===== src/rtl/cmd_mem_loader.sv =====
`default_nettype none
// ============================================================================
// Module   : cmd_mem_loader
// Purpose  : Write-side loader for the banked command memory. Accepts a
//            valid/ready stream of MEM_WIDTH words and scatters them across
//            MEM_TO_CMD banks. Word i of each command goes to bank i, so
//            bank 0 holds the least-significant word of a CMD_WIDTH command.
// Ports    : clk, rstn        - clock, asynchronous active-low reset
//            start, abort     - load request (IDLE only) / cancel (LOAD only)
//            base_addr        - first command address, sampled on start
//            n_cmds           - command count 0..2^CMD_ADDR_WIDTH
//            in_data/valid    - input stream word / valid
//            in_ready         - loader accepts a word (LOAD state)
//            mem_wr_en        - one-hot bank write enable (registered)
//            mem_wr_addr/data - bank write address / data (registered)
//            busy             - high while loading
//            done             - one-cycle completion pulse
// Revision : 1.0 - initial release
// ============================================================================
module cmd_mem_loader #(
    parameter int CMD_ADDR_WIDTH = 8,
    parameter int MEM_WIDTH      = 32,
    parameter int MEM_TO_CMD     = 4
) (
    input  logic                      clk,
    input  logic                      rstn,
    input  logic                      start,
    input  logic                      abort,
    input  logic [CMD_ADDR_WIDTH-1:0] base_addr,
    input  logic [CMD_ADDR_WIDTH:0]   n_cmds,
    input  logic [MEM_WIDTH-1:0]      in_data,
    input  logic                      in_valid,
    output logic                      in_ready,
    output logic [MEM_TO_CMD-1:0]     mem_wr_en,
    output logic [CMD_ADDR_WIDTH-1:0] mem_wr_addr,
    output logic [MEM_WIDTH-1:0]      mem_wr_data,
    output logic                      busy,
    output logic                      done
);

    // Bank counter width; kept at least 1 bit so a single-bank build still elaborates.
    localparam int c_bank_w = (MEM_TO_CMD > 1) ? $clog2(MEM_TO_CMD) : 1;

    localparam logic [c_bank_w-1:0]       c_last_bank = c_bank_w'(MEM_TO_CMD - 1);
    localparam logic [c_bank_w-1:0]       c_bank_inc  = c_bank_w'(1);
    localparam logic [MEM_TO_CMD-1:0]     c_bank_one  = MEM_TO_CMD'(1);
    localparam logic [CMD_ADDR_WIDTH-1:0] c_addr_inc  = CMD_ADDR_WIDTH'(1);
    localparam logic [CMD_ADDR_WIDTH:0]   c_rem_one   = (CMD_ADDR_WIDTH + 1)'(1);

    localparam logic [1:0] c_st_idle = 2'd0;
    localparam logic [1:0] c_st_load = 2'd1;
    localparam logic [1:0] c_st_done = 2'd2;

    logic [1:0]                r_state;
    logic [1:0]                w_state_next;
    logic [CMD_ADDR_WIDTH-1:0] r_addr;
    logic [c_bank_w-1:0]       r_bank;
    logic [CMD_ADDR_WIDTH:0]   r_remaining;

    logic [MEM_TO_CMD-1:0]     r_wr_en;
    logic [CMD_ADDR_WIDTH-1:0] r_wr_addr;
    logic [MEM_WIDTH-1:0]      r_wr_data;

    logic w_in_ready;
    logic w_busy;
    logic w_done;
    logic w_start_load;
    logic w_accept;
    logic w_cmd_end;
    logic w_last_beat;

    // abort wins over a coincident beat: that word is dropped, not written.
    assign w_accept     = (r_state == c_st_load) && in_valid && !abort;
    assign w_cmd_end    = (r_bank == c_last_bank);
    assign w_last_beat  = w_accept && w_cmd_end && (r_remaining == c_rem_one);
    assign w_start_load = (r_state == c_st_idle) && start && (n_cmds != '0);

    // ------------------------------------------------------------------------
    // FSM state register
    // ------------------------------------------------------------------------
    always_ff @(posedge clk or negedge rstn) begin
        if (!rstn) begin
            r_state <= c_st_idle;
        end else begin
            r_state <= w_state_next;
        end
    end

    // ------------------------------------------------------------------------
    // FSM next-state and state-decoded outputs
    // ------------------------------------------------------------------------
    always_comb begin
        w_state_next = r_state;
        w_in_ready   = 1'b0;
        w_busy       = 1'b0;
        w_done       = 1'b0;
        case (r_state)
            c_st_idle: begin
                if (start) begin
                    // A zero-length load completes without touching memory.
                    w_state_next = (n_cmds == '0) ? c_st_done : c_st_load;
                end
            end
            c_st_load: begin
                w_in_ready = 1'b1;
                w_busy     = 1'b1;
                if (abort) begin
                    w_state_next = c_st_idle;
                end else if (w_last_beat) begin
                    w_state_next = c_st_done;
                end
            end
            c_st_done: begin
                // Coincides with the registered final write.
                w_done       = 1'b1;
                w_state_next = c_st_idle;
            end
            default: begin
                w_state_next = c_st_idle;
            end
        endcase
    end

    // ------------------------------------------------------------------------
    // Address / bank / remaining-command counters
    // ------------------------------------------------------------------------
    always_ff @(posedge clk or negedge rstn) begin
        if (!rstn) begin
            r_addr      <= '0;
            r_bank      <= '0;
            r_remaining <= '0;
        end else if (w_start_load) begin
            r_addr      <= base_addr;
            r_bank      <= '0;
            r_remaining <= n_cmds;
        end else if (w_accept) begin
            if (w_cmd_end) begin
                r_bank      <= '0;
                r_addr      <= r_addr + c_addr_inc;   // wraps modulo depth
                r_remaining <= r_remaining - c_rem_one;
            end else begin
                r_bank <= r_bank + c_bank_inc;
            end
        end
    end

    // ------------------------------------------------------------------------
    // Registered write port: one cycle after acceptance. Address and data
    // hold between writes; only the enable returns to zero.
    // ------------------------------------------------------------------------
    always_ff @(posedge clk or negedge rstn) begin
        if (!rstn) begin
            r_wr_en   <= '0;
            r_wr_addr <= '0;
            r_wr_data <= '0;
        end else begin
            r_wr_en <= w_accept ? (c_bank_one << r_bank) : '0;
            if (w_accept) begin
                r_wr_addr <= r_addr;
                r_wr_data <= in_data;
            end
        end
    end

    assign in_ready    = w_in_ready;
    assign busy        = w_busy;
    assign done        = w_done;
    assign mem_wr_en   = r_wr_en;
    assign mem_wr_addr = r_wr_addr;
    assign mem_wr_data = r_wr_data;

endmodule
`default_nettype wire


===== config.mk =====
export PLATFORM = sky130hd
export DESIGN_NAME = cmd_mem_loader
export DESIGN_NICKNAME = d
export VERILOG_FILES = /design/src/rtl/cmd_mem_loader.sv
export SDC_FILE = /design/constraint.sdc
export NUM_CORES = 1
export LEC_CHECK = 0
export BUFFER_PORTS_ARGS = -buffer_cell sky130_fd_sc_hd__buf_2
export CAP_MARGIN = 20
export CORE_UTILIZATION = 45
export CTS_BUF_LIST = sky130_fd_sc_hd__clkbuf_4 sky130_fd_sc_hd__clkbuf_8
export DETAILED_ROUTE_END_ITERATION = 8
export PLACE_DENSITY = 0.73
export SLEW_MARGIN = 20
export SYNTH_ARGS = -nofsm -noshare
export SYNTH_HDL_FRONTEND = slang
export SYNTH_SLANG_ARGS = --single-unit

===== constraint.sdc =====
create_clock -name clk -period 2.5 [get_ports clk]
set_input_delay 0.25 -clock clk [delete_from_list [all_inputs] [get_ports clk]]
set_output_delay 0.25 -clock clk [all_outputs]
set_load 0.02 [all_outputs]

* Yosys cells after proc, flatten, opt, wreduce, memory -nomap -nowiden *
Cells that the tools add are included.
W data, S select, Z words.

operators by class
  reductions and logical operators = 14
  add/sub/neg operators = 3
  shifts and indexed selects = 1
  multiplexer cells = 17
  equal/unequal tests = 6

operators by type and width
  kind                   number
  $mux W9                3
  $mux W8                3
  $mux W2                7
  $eq A9 B1 Y1 const B   1
  $logic_not A9 Y1       1
  $reduce_bool A9 Y1     1
  $sub A9 B1 Y9 const B  1
  $add A8 B1 Y8 const B  1
  $logic_and A1 B1 Y1    6
  $eq A2 B2 Y1 const B   2
  $mux W4                1
  $pmux W2 S2            1
  $reduce_and A2 Y1      2
  $reduce_bool A2 Y1     2
  $shl A1 B2 Y4 const A  1
  $ne A3 B3 Y1 const B   1
  $add A2 B1 Y2 const B  1
  $eq A2 B1 Y1 const B   1
  $logic_not A2 Y1       1
  $mux W1                2
  $ne A2 B2 Y1 const B   1
  $logic_not A1 Y1       1

storage, ports and cells
  logic and storage cells = 48
  input bits = 54
  bits in registers = 65
  output and inout bits = 47

* Logic depth before layout (Yosys ltp) *
Gate-level depths: netlist (run 1).

  depth in word-level cells = 8
  depth in mapped cells = 6
  depth with buffers taken out = 6

* Worst setup path after synthesis (run 1) *
OpenSTA, ideal clock, no wires.

  path type = register to register
  start point = register r_bank[0]
  end point = register r_addr[6]
  library setup time = 126 ps
  required time = 2374 ps
  arrival = 1678 ps
  path slack = 696 ps
  path buffers = 1
  cell stages (with the launch flop) = 7
  period minus slack after synthesis = 1804 ps
  cells stage by stage = dfrtp_1 > ha_1 > clkbuf_1 > nand2_2 > clkinv_1 > mux2_2 > a221o_1

on the way
  word-level cells in the longest chain between the ends = 3

RTL lines
  element                              RTL line  text
  start, declared                      57        logic [c_bank_w-1:0] r_bank;
  start signal, assigned               142       r_bank <= r_bank + c_bank_inc;
  $eq A2 B2 Y1                         74        assign w_cmd_end = (r_bank == c_last_bank);
  $reduce_bool A2 Y1 (no source line)  -
  $reduce_and A2 Y1 (no source line)   -
  end signal, assigned                 133       r_addr <= base_addr;
  end signal, assigned                 139       r_addr <= r_addr + c_addr_inc;
  end, declared                        56        logic [CMD_ADDR_WIDTH-1:0] r_addr;

Every way passes these cells.
A chain may end at the register's enable or synchronous reset.

* Final worst setup path (run 1) *
  start point = register r_state[0]
  end point = register r_remaining[7]

on the way
  word-level cells in the longest chain between the ends = 5
  elaborated cells on any way between the ends = 10
  those cells by class = 1 x eq/ne; 1 x mux; 8 x reduce/logical

RTL lines
  element                                               RTL line  text
  start, declared                                       54        logic [1:0] r_state;
  start signal, assigned                                83        r_state <= c_st_idle;
  start signal, assigned                                85        r_state <= w_state_next;
  $eq A2 B1 Y1 or $logic_not A2 Y1 (tied branches)      73, 76
  $logic_and A1 B1 Y1 (on tied branches) (2 in series)  73, 76
  $reduce_bool A2 Y1 (no source line)                   -
  $reduce_and A2 Y1 (no source line)                    -
  end signal, assigned                                  135       r_remaining <= n_cmds;
  end signal, assigned                                  140       r_remaining <= r_remaining - c_rem_one;
  end, declared                                         58        logic [CMD_ADDR_WIDTH:0] r_remaining;

Parallel ways exist; a longest one is shown, timed or not.

==> flow_summary.yaml, run 1 <==
power_and_ir_drop:
  power_frac_seq: 0.426
  swShare: 0.3895
  powerDensity_nw_per_um2: 1157
  power.switching_mw: 1.694
  p_comb_frac: 0.370
  p_leak_nw: 2.011
  cell_internal_pwr_mw: 2.655
  peakVddDrop_mv: 0.5664
  clkPwrFrac: 0.203
  total_power_mw: 4.348
global_routing:
  grt_pass1_vias: 2480
  antenna_found_initial: 0
  grt-ovfl-total: 0
  grt_max_degree: 50
  grt_usage: 0.1999
  grt_pass1_wl_um: 11180
placement:
  placedCellCount: 482
  place_area_um2: 3551
  dp_hpwl_um: 4550
  post-place-ws_ns: 0.4907
  place_congestion: 0.8226
  io_buffers: 100
detailed_routing:
  drcViolationCount: 0
  first_pass_iters: 4
  drt-initial-drc-count: 117
  viasPerCell: 5.076
  ant_nets: 0
  avgRoutedWirePerCell_um: 12.78
  vias: 2528
  drt-total-wl_um: 6365
sta:
  fin_ws_ns: 0.5912
  slew_headroom: 0.5734
  skew_ns: 0.003681
  fin_crit_ns: 1.909
  tightest_slew_ns: 0.6400
  finalSetupTns_ns: 0
  holdWs_ns: 0.1011
  finalHoldViolCount: 0
  max_freq_ghz: 0.5239
  setup_violations: 0
  drv_slew: 0
  finalCritPeriodShare: 0.7635
  rsz0062_at_grt: "no"
cts:
  clk_path_buf_depth: 2
  cts_num_sinks: 65
  clock_latency_ns: 0.33
  cts_tree: "done"
  cts_root_buffer: "clkbuf_8"
  hold_buffers: 1
  numCtsBuffers: 9
  htree_levels: 3
  post_cts_resized: 0
  post_cts_buffers: 0
  clkSlewWorstSetupHoldPaths_ns: 0.07
floorplan:
  pin_count: 101
  rows: 29
  die_y_um: 83.25
  fp.dieW_um: 83.25
  core_um2: 6350
  die_area_um2: 6930
  start_util: 0.4678
status:
  status: "completed"
setup_path:
  slowest_delay_ns: 0.58
  end_kind: "flop"
  crit_type: "flop to flop"
  cp_slowest_cell: "o31a_1"
  worstPathRequired_ns: 2.72
  cp-start-kind: "flop"
  crit_chain: "nor3b_2 -> o31a_1 -> nor2_1 -> a221o_2"
  crit_arrival_ns: 2.13
  crit_family: "compound AO/OA/AOI/OAI gates"
  worstPathMaxFanout: 18
  crit_buf_inv: 0
synth:
  synth_warnings: 0
  synth_ff_type: "dfrtp_1"
  ys_ff_latch: 65
  synth-edff-count: 0
  syn_nets: 375
  ys_seq_area_frac: 0.5476
  async_flop_share: 1.000
  yosysUniqueCellTypes: 48
  syn_area_um2: 2970
  synth_cells: 314
  avgSynthCellArea_um2: 9.460
finish:
  fin_area_um2: 3760
  drive_above_1_share: 0.3230
  area_growth_pct: 26.58
  final_cells: 498
  post-route-util: 0.5921
  antenna_cells: 0
  fill_cells: 578
  finalNetCount: 478
job:
  cap_violations: 0
hold_path:
  holdCritPathClass: "primary input to flop"
[state kept, by name (all words and copies together) (netlist names)]
register	flops
mem_wr_addr	8
mem_wr_data	32
mem_wr_en	4
r_addr	8
r_bank	2
r_remaining	9
r_state	2
[final cells by class]
class | count | area, um2 | area share
sequential | 65 | 1627 | 0.4326
multi-input combinational | 226 | 1240 | 0.3298
timing repair buffer | 107 | 568.0 | 0.1511
clock buffer | 12 | 158.9 | 0.04226
tap | 77 | 96.34 | 0.02562
clock inverter | 3 | 40.04 | 0.01065
inverter | 8 | 30.03 | 0.007987
[cells in the mapped netlist (all sizes together), types with 2 or more instances]
cell    instances  area, um2
a21oi           4      20.02
buf             3      33.78
o21ai           5      25.02
o31ai           2      28.78
nor2            3      11.26
inv             7      26.28
nand2b          5      31.28
dfrtp          65       1627
nand2         135      509.2
or3             2      12.51
mux2i           4      40.04
o221a           2      22.52
nand3           8      40.04
ha              7      87.58
nor4            3      18.77
clkbuf         12      45.04
and2            4      25.02
nor3b           4      35.03
nor2b           3      18.77
nor3            2      10.01
a221o           7      75.07
or4             4      33.78
o211ai          5      37.54
[power by group through the flow]
stage,Sequential (mW),Combinational [mW],Clock (mW)
final,1.85,1.61,0.884
after global routing,1.92,1.79,0.961
after CTS,1.85,1.64,0.918
after detailed placement,1.87,1.63,0
after global placement,1.86,1.59,0
after floorplan,2.22,0.701,0
[worst register-to-register path, cell delays in order (launching register included)]
cell and delay (ns):
dfrtp_1 0.45, nor3b_2 0.21, o31a_1 0.58, nor2_1 0.19, a221o_2 0.37
[worst paths after layout]
path	startpoint	to	slack, ns	cells after the start
max	r_state[0]	r_remaining[7]	0.59	4
min	in_data[24]	mem_wr_data[24]	0.10	3
max reg2reg	r_state[0]	r_remaining[7]	0.59	4
min reg2reg	mem_wr_data[0]	mem_wr_data[0]	0.47	2
max in group asynchronous	rstn	r_remaining[2]	1.43	3
min in group asynchronous	rstn	mem_wr_data[27]	0.44	2
[cell usage in the layout (no fill, tap or decap), types with 2 or more instances in the layout]
master and instances:
a21oi_1 4, a221o_1 3, a221o_2 4, and2_1 4
buf_2 100, buf_4 5, clkbuf_8 11, clkinv_2 2
dfrtp_1 65, ha_1 7, inv_1 7, mux2i_1 4
nand2_1 134, nand2b_1 5, nand3_1 8, nor2_1 3
nor2b_1 3, nor3_1 2, nor3b_1 3, nor4_1 3
o211ai_1 5, o21ai_0 5, o221a_2 2, or3_1 2
or4_1 3
[kinds of logic (layout without fill, tap and decap cells)]
logic type                 Yosys count  in the layout  share of synthesized area
buffers and inverters               23            130                    0.03665
muxes                                5              5                    0.01727
AOI/OAI and AO/OA                   31             31                    0.08888
adders and majority gates            7              7                    0.02948
xor gates and xnor gates             2              2                   0.005898
DFF                                 65             65                     0.5476
and+or+nand+nor                    181            181                     0.2742
[routing by layer]
layer	track usage	share of wire	up-vias
li1	-	-	1251
met1	0.2601	0.46	1181
met5	0	0	-
met4	0.08621	0.012	0
met2	0.3241	0.46	89
met3	0.04076	0.066	7
No activity file was read; power rests on OpenSTA's default activity.
==> run 2, diff against run 1 <==
ABC_AREA = 1   (was not set)
PLACE_DENSITY = 0.72   (was 0.73)
clock period = 2 ns   (was 2.5 ns; I/O delays follow)
==> run 2 against run 1 <==
Clock-buffer cell count is 3 lower; die area is 5.5% higher; core utilization is 2.2 points lower; register-to-register slack worse by 0.24 ns; cell count is 16% higher; largest power group unchanged; power is 25% higher; maximum frequency is 16% higher; highest routed layer unchanged; routed wire length is 7.4% higher; clock skew is 0.0029 ns higher; final area is 2.4% higher; global-route usage is 0.65 points higher.
==> flow_summary.yaml, run 2 <==
setup_path:
  cp-start-kind: "flop"
  worstPathMaxFanout: 22
  crit_type: "flop to flop"
  crit_buf_inv: 1
  critical_path.most_common_cell: "nand2_1"
  slowest_delay_ns: 0.43
  end_kind: "flop"
  reg2reg_setup_slack_ns: 0.35
  crit_arrival_ns: 1.89
  cp_slowest_cell: "dfrtp_1"
  worstPathRequired_ns: 2.23
  crit_family: "simple AND/OR/NAND/NOR gates"
  crit_chain: "nor2_1 -> nand2_1 -> o21bai_2 -> or2_2 -> nand2_1 -> inv_1"
detailed_routing:
  avgRoutedWirePerCell_um: 11.87
  drcViolationCount: 0
  ant_nets: 0
  viasPerCell: 4.792
  first_pass_iters: 5
  vias: 2760
  drt-initial-drc-count: 166
  drt-total-wl_um: 6839
finish:
  fill_cells: 614
  finalNetCount: 552
  area_growth_pct: 22.70
  drive_above_1_share: 0.2661
  largest_reg_flops: 32
  final_cell_mix: "163 x nand2_1, 100 x buf_2, 65 x dfrtp_1"
  antenna_cells: 0
  seqCellArea_um2: 1627
  final_common_cell: "nand2_1"
  multi_input_area_um2: 1279
  final_cells: 576
synth:
  synth_top_area_frac: 0.5185
  yosysUniqueCellTypes: 25
  synthAdderAreaFrac: 0.02792
  synth_top_family_by_area: "simple AND/OR/NAND/NOR gates"
  async_flop_share: 1.000
  synth.most_common_cell: "nand2_1"
  ys_seq_area_frac: 0.5185
  synth.area.mux_share: 0
  synth_cells: 391
  synth_top_cell_by_area: "dfrtp_1"
  avgSynthCellArea_um2: 8.022
  synth_compound_area_frac: 0.02194
  ys_ff_latch: 65
  synthTopCellsByArea: "dfrtp_1 52%, nand2_1 20%, nand3_1 8.5%, inv_1 3.8%, nor2_1 2.9%"
  synth_warnings: 0
  synthTopCellsByCount: "163 x nand2_1, 65 x dfrtp_1, 53 x nand3_1"
  synth_ff_type: "dfrtp_1"
  synth-edff-count: 0
  synth_xor_area_frac: 0.01117
  syn_area_um2: 3137
  syn_nets: 452
  synth-simple-area-share: 0.3466
cts:
  clock_latency_ns: 0.34
  post_cts_resized: 0
  cts_num_sinks: 65
  cts_root_buffer: "clkbuf_8"
  clkSlewWorstSetupHoldPaths_ns: 0.07
  post_cts_buffers: 0
  numCtsBuffers: 9
  cts_tree: "done"
  htree_levels: 3
  clk_path_buf_depth: 2
global_routing:
  antenna_found_initial: 0
  grt_pass1_vias: 2654
  grt_max_degree: 66
  grt-ovfl-total: 0
  grt_pass1_wl_um: 11940
  grt_usage: 0.2064
hold_path:
  holdCritPathClass: "primary input to flop"
placement:
  place_congestion: 0.7914
  dp_hpwl_um: 4775
  post-place-ws_ns: 0.1816
  io_buffers: 100
  placedCellCount: 559
sta:
  setup_violations: 0
  rsz0062_at_grt: "no"
  finalHoldViolCount: 0
  fin_ws_ns: 0.3486
  drv_slew: 0
  finalSetupTns_ns: 0
  fin_crit_ns: 1.651
  skew_ns: 0.006611
  slew_headroom: 0.4392
  finalCritPeriodShare: 0.8257
  tightest_slew_ns: 0.8406
  max_freq_ghz: 0.6055
status:
  status: "completed"
floorplan:
  die_area_um2: 7309
  die_y_um: 85.49
  fp.dieW_um: 85.49
  start_util: 0.4643
  core_um2: 6756
  rows: 30
  pin_count: 101
power_and_ir_drop:
  peakVddDrop_mv: 0.4914
  p_leak_nw: 2.204
  powerDensity_nw_per_um2: 1408
job:
  cap_violations: 0
[run 2: cell types whose count changed after synthesis, moves of 4 or more]
cell	delta
nand3_1	+45
nand2_1	+29
inv_1	+25
nor2_1	+21
clkbuf_1	-9
buf_2	+5
nand2b_1	-5
o211ai_1	-5
a21oi_1	-4
a221o_2	-4
mux2i_1	-4
o21ai_0	+4
[run 2: cells by family (layout without fill, tap and decap cells)]
kind of cell	count (synthesis)	count (layout)
simple gates	255	255
flops	65	65
buf+inv	48	153
compound gates	12	12
fa+ha+maj	7	7
xor+xnor	4	4
[run 2: per-stage QoR]
stage | utilization | instance area, um2 | total power [mW] | hold slack (ns)
6_report | 0.5696 | 3849 | 5.418 | 0.05094
5_1_grt | 0.5696 | 3849 | 5.875 | 0.04912
4_1_cts | 0.5696 | 3849 | 5.466 | 0.03988
3_5_place_dp | 0.5430 | 3669 | 4.489 | 0.2393
3_3_place_gp | 0.5430 | 3669 | 4.415 | 0.2434
2_1_floorplan | - | 3137 | 3.769 | -0.09559
[run 2: cell type report]
| class | instances | area share |
|---|---|---|
| clock buffers | 9 | 0.03218 |
| clock inverters | 7 | 0.01203 |
| inverters | 32 | 0.03121 |
| multi-input cells | 278 | 0.3323 |
| flip-flops and latches | 65 | 0.4226 |
| well taps | 80 | 0.02601 |
| repair buffers | 105 | 0.1437 |
[run 2: routing by layer]
metal  global-route usage  vias to the layer above  routed length [um]
met1               0.2776                     1242                3362
met2               0.3338                       97                2972
li1                     -                     1411                   -
met3              0.03850                       10                 413
met5                    0                        -                   0
met4              0.07879                        0                  90
[run 2: path summary, 6_finish.rpt]
path / startpoint / to / depth (start not counted)
worst max-delay path: r_state[1] / r_addr[0] / 6
worst min-delay path: in_data[27] / mem_wr_data[27] / 3
worst max register to register: r_state[1] / r_addr[0] / 6
worst min register to register: mem_wr_data[14] / mem_wr_data[14] / 2
max in group asynchronous: rstn / mem_wr_data[18] / 3
min in group asynchronous: rstn / mem_wr_data[3] / 3
[run 2: worst reg2reg max path, stage by stage (launching register included)]
cell      delay [ns]
dfrtp_1         0.43
nor2_1          0.16
nand2_1         0.09
o21bai_2        0.40
or2_2           0.38
nand2_1         0.06
inv_1           0.03
[run 2: repair_timing]
action	CTS	global route
setup endpoints to repair	0	0
endpoints found under the hold margin	65	0
hold buffers	1	0
[run 2: power breakdown]
group	internal [mW]	switching, mW	leakage (nW)
combinational	0.784	1.41	1.31
sequential	1.87	0.380	0.816
clock	0.446	0.519	0.0814
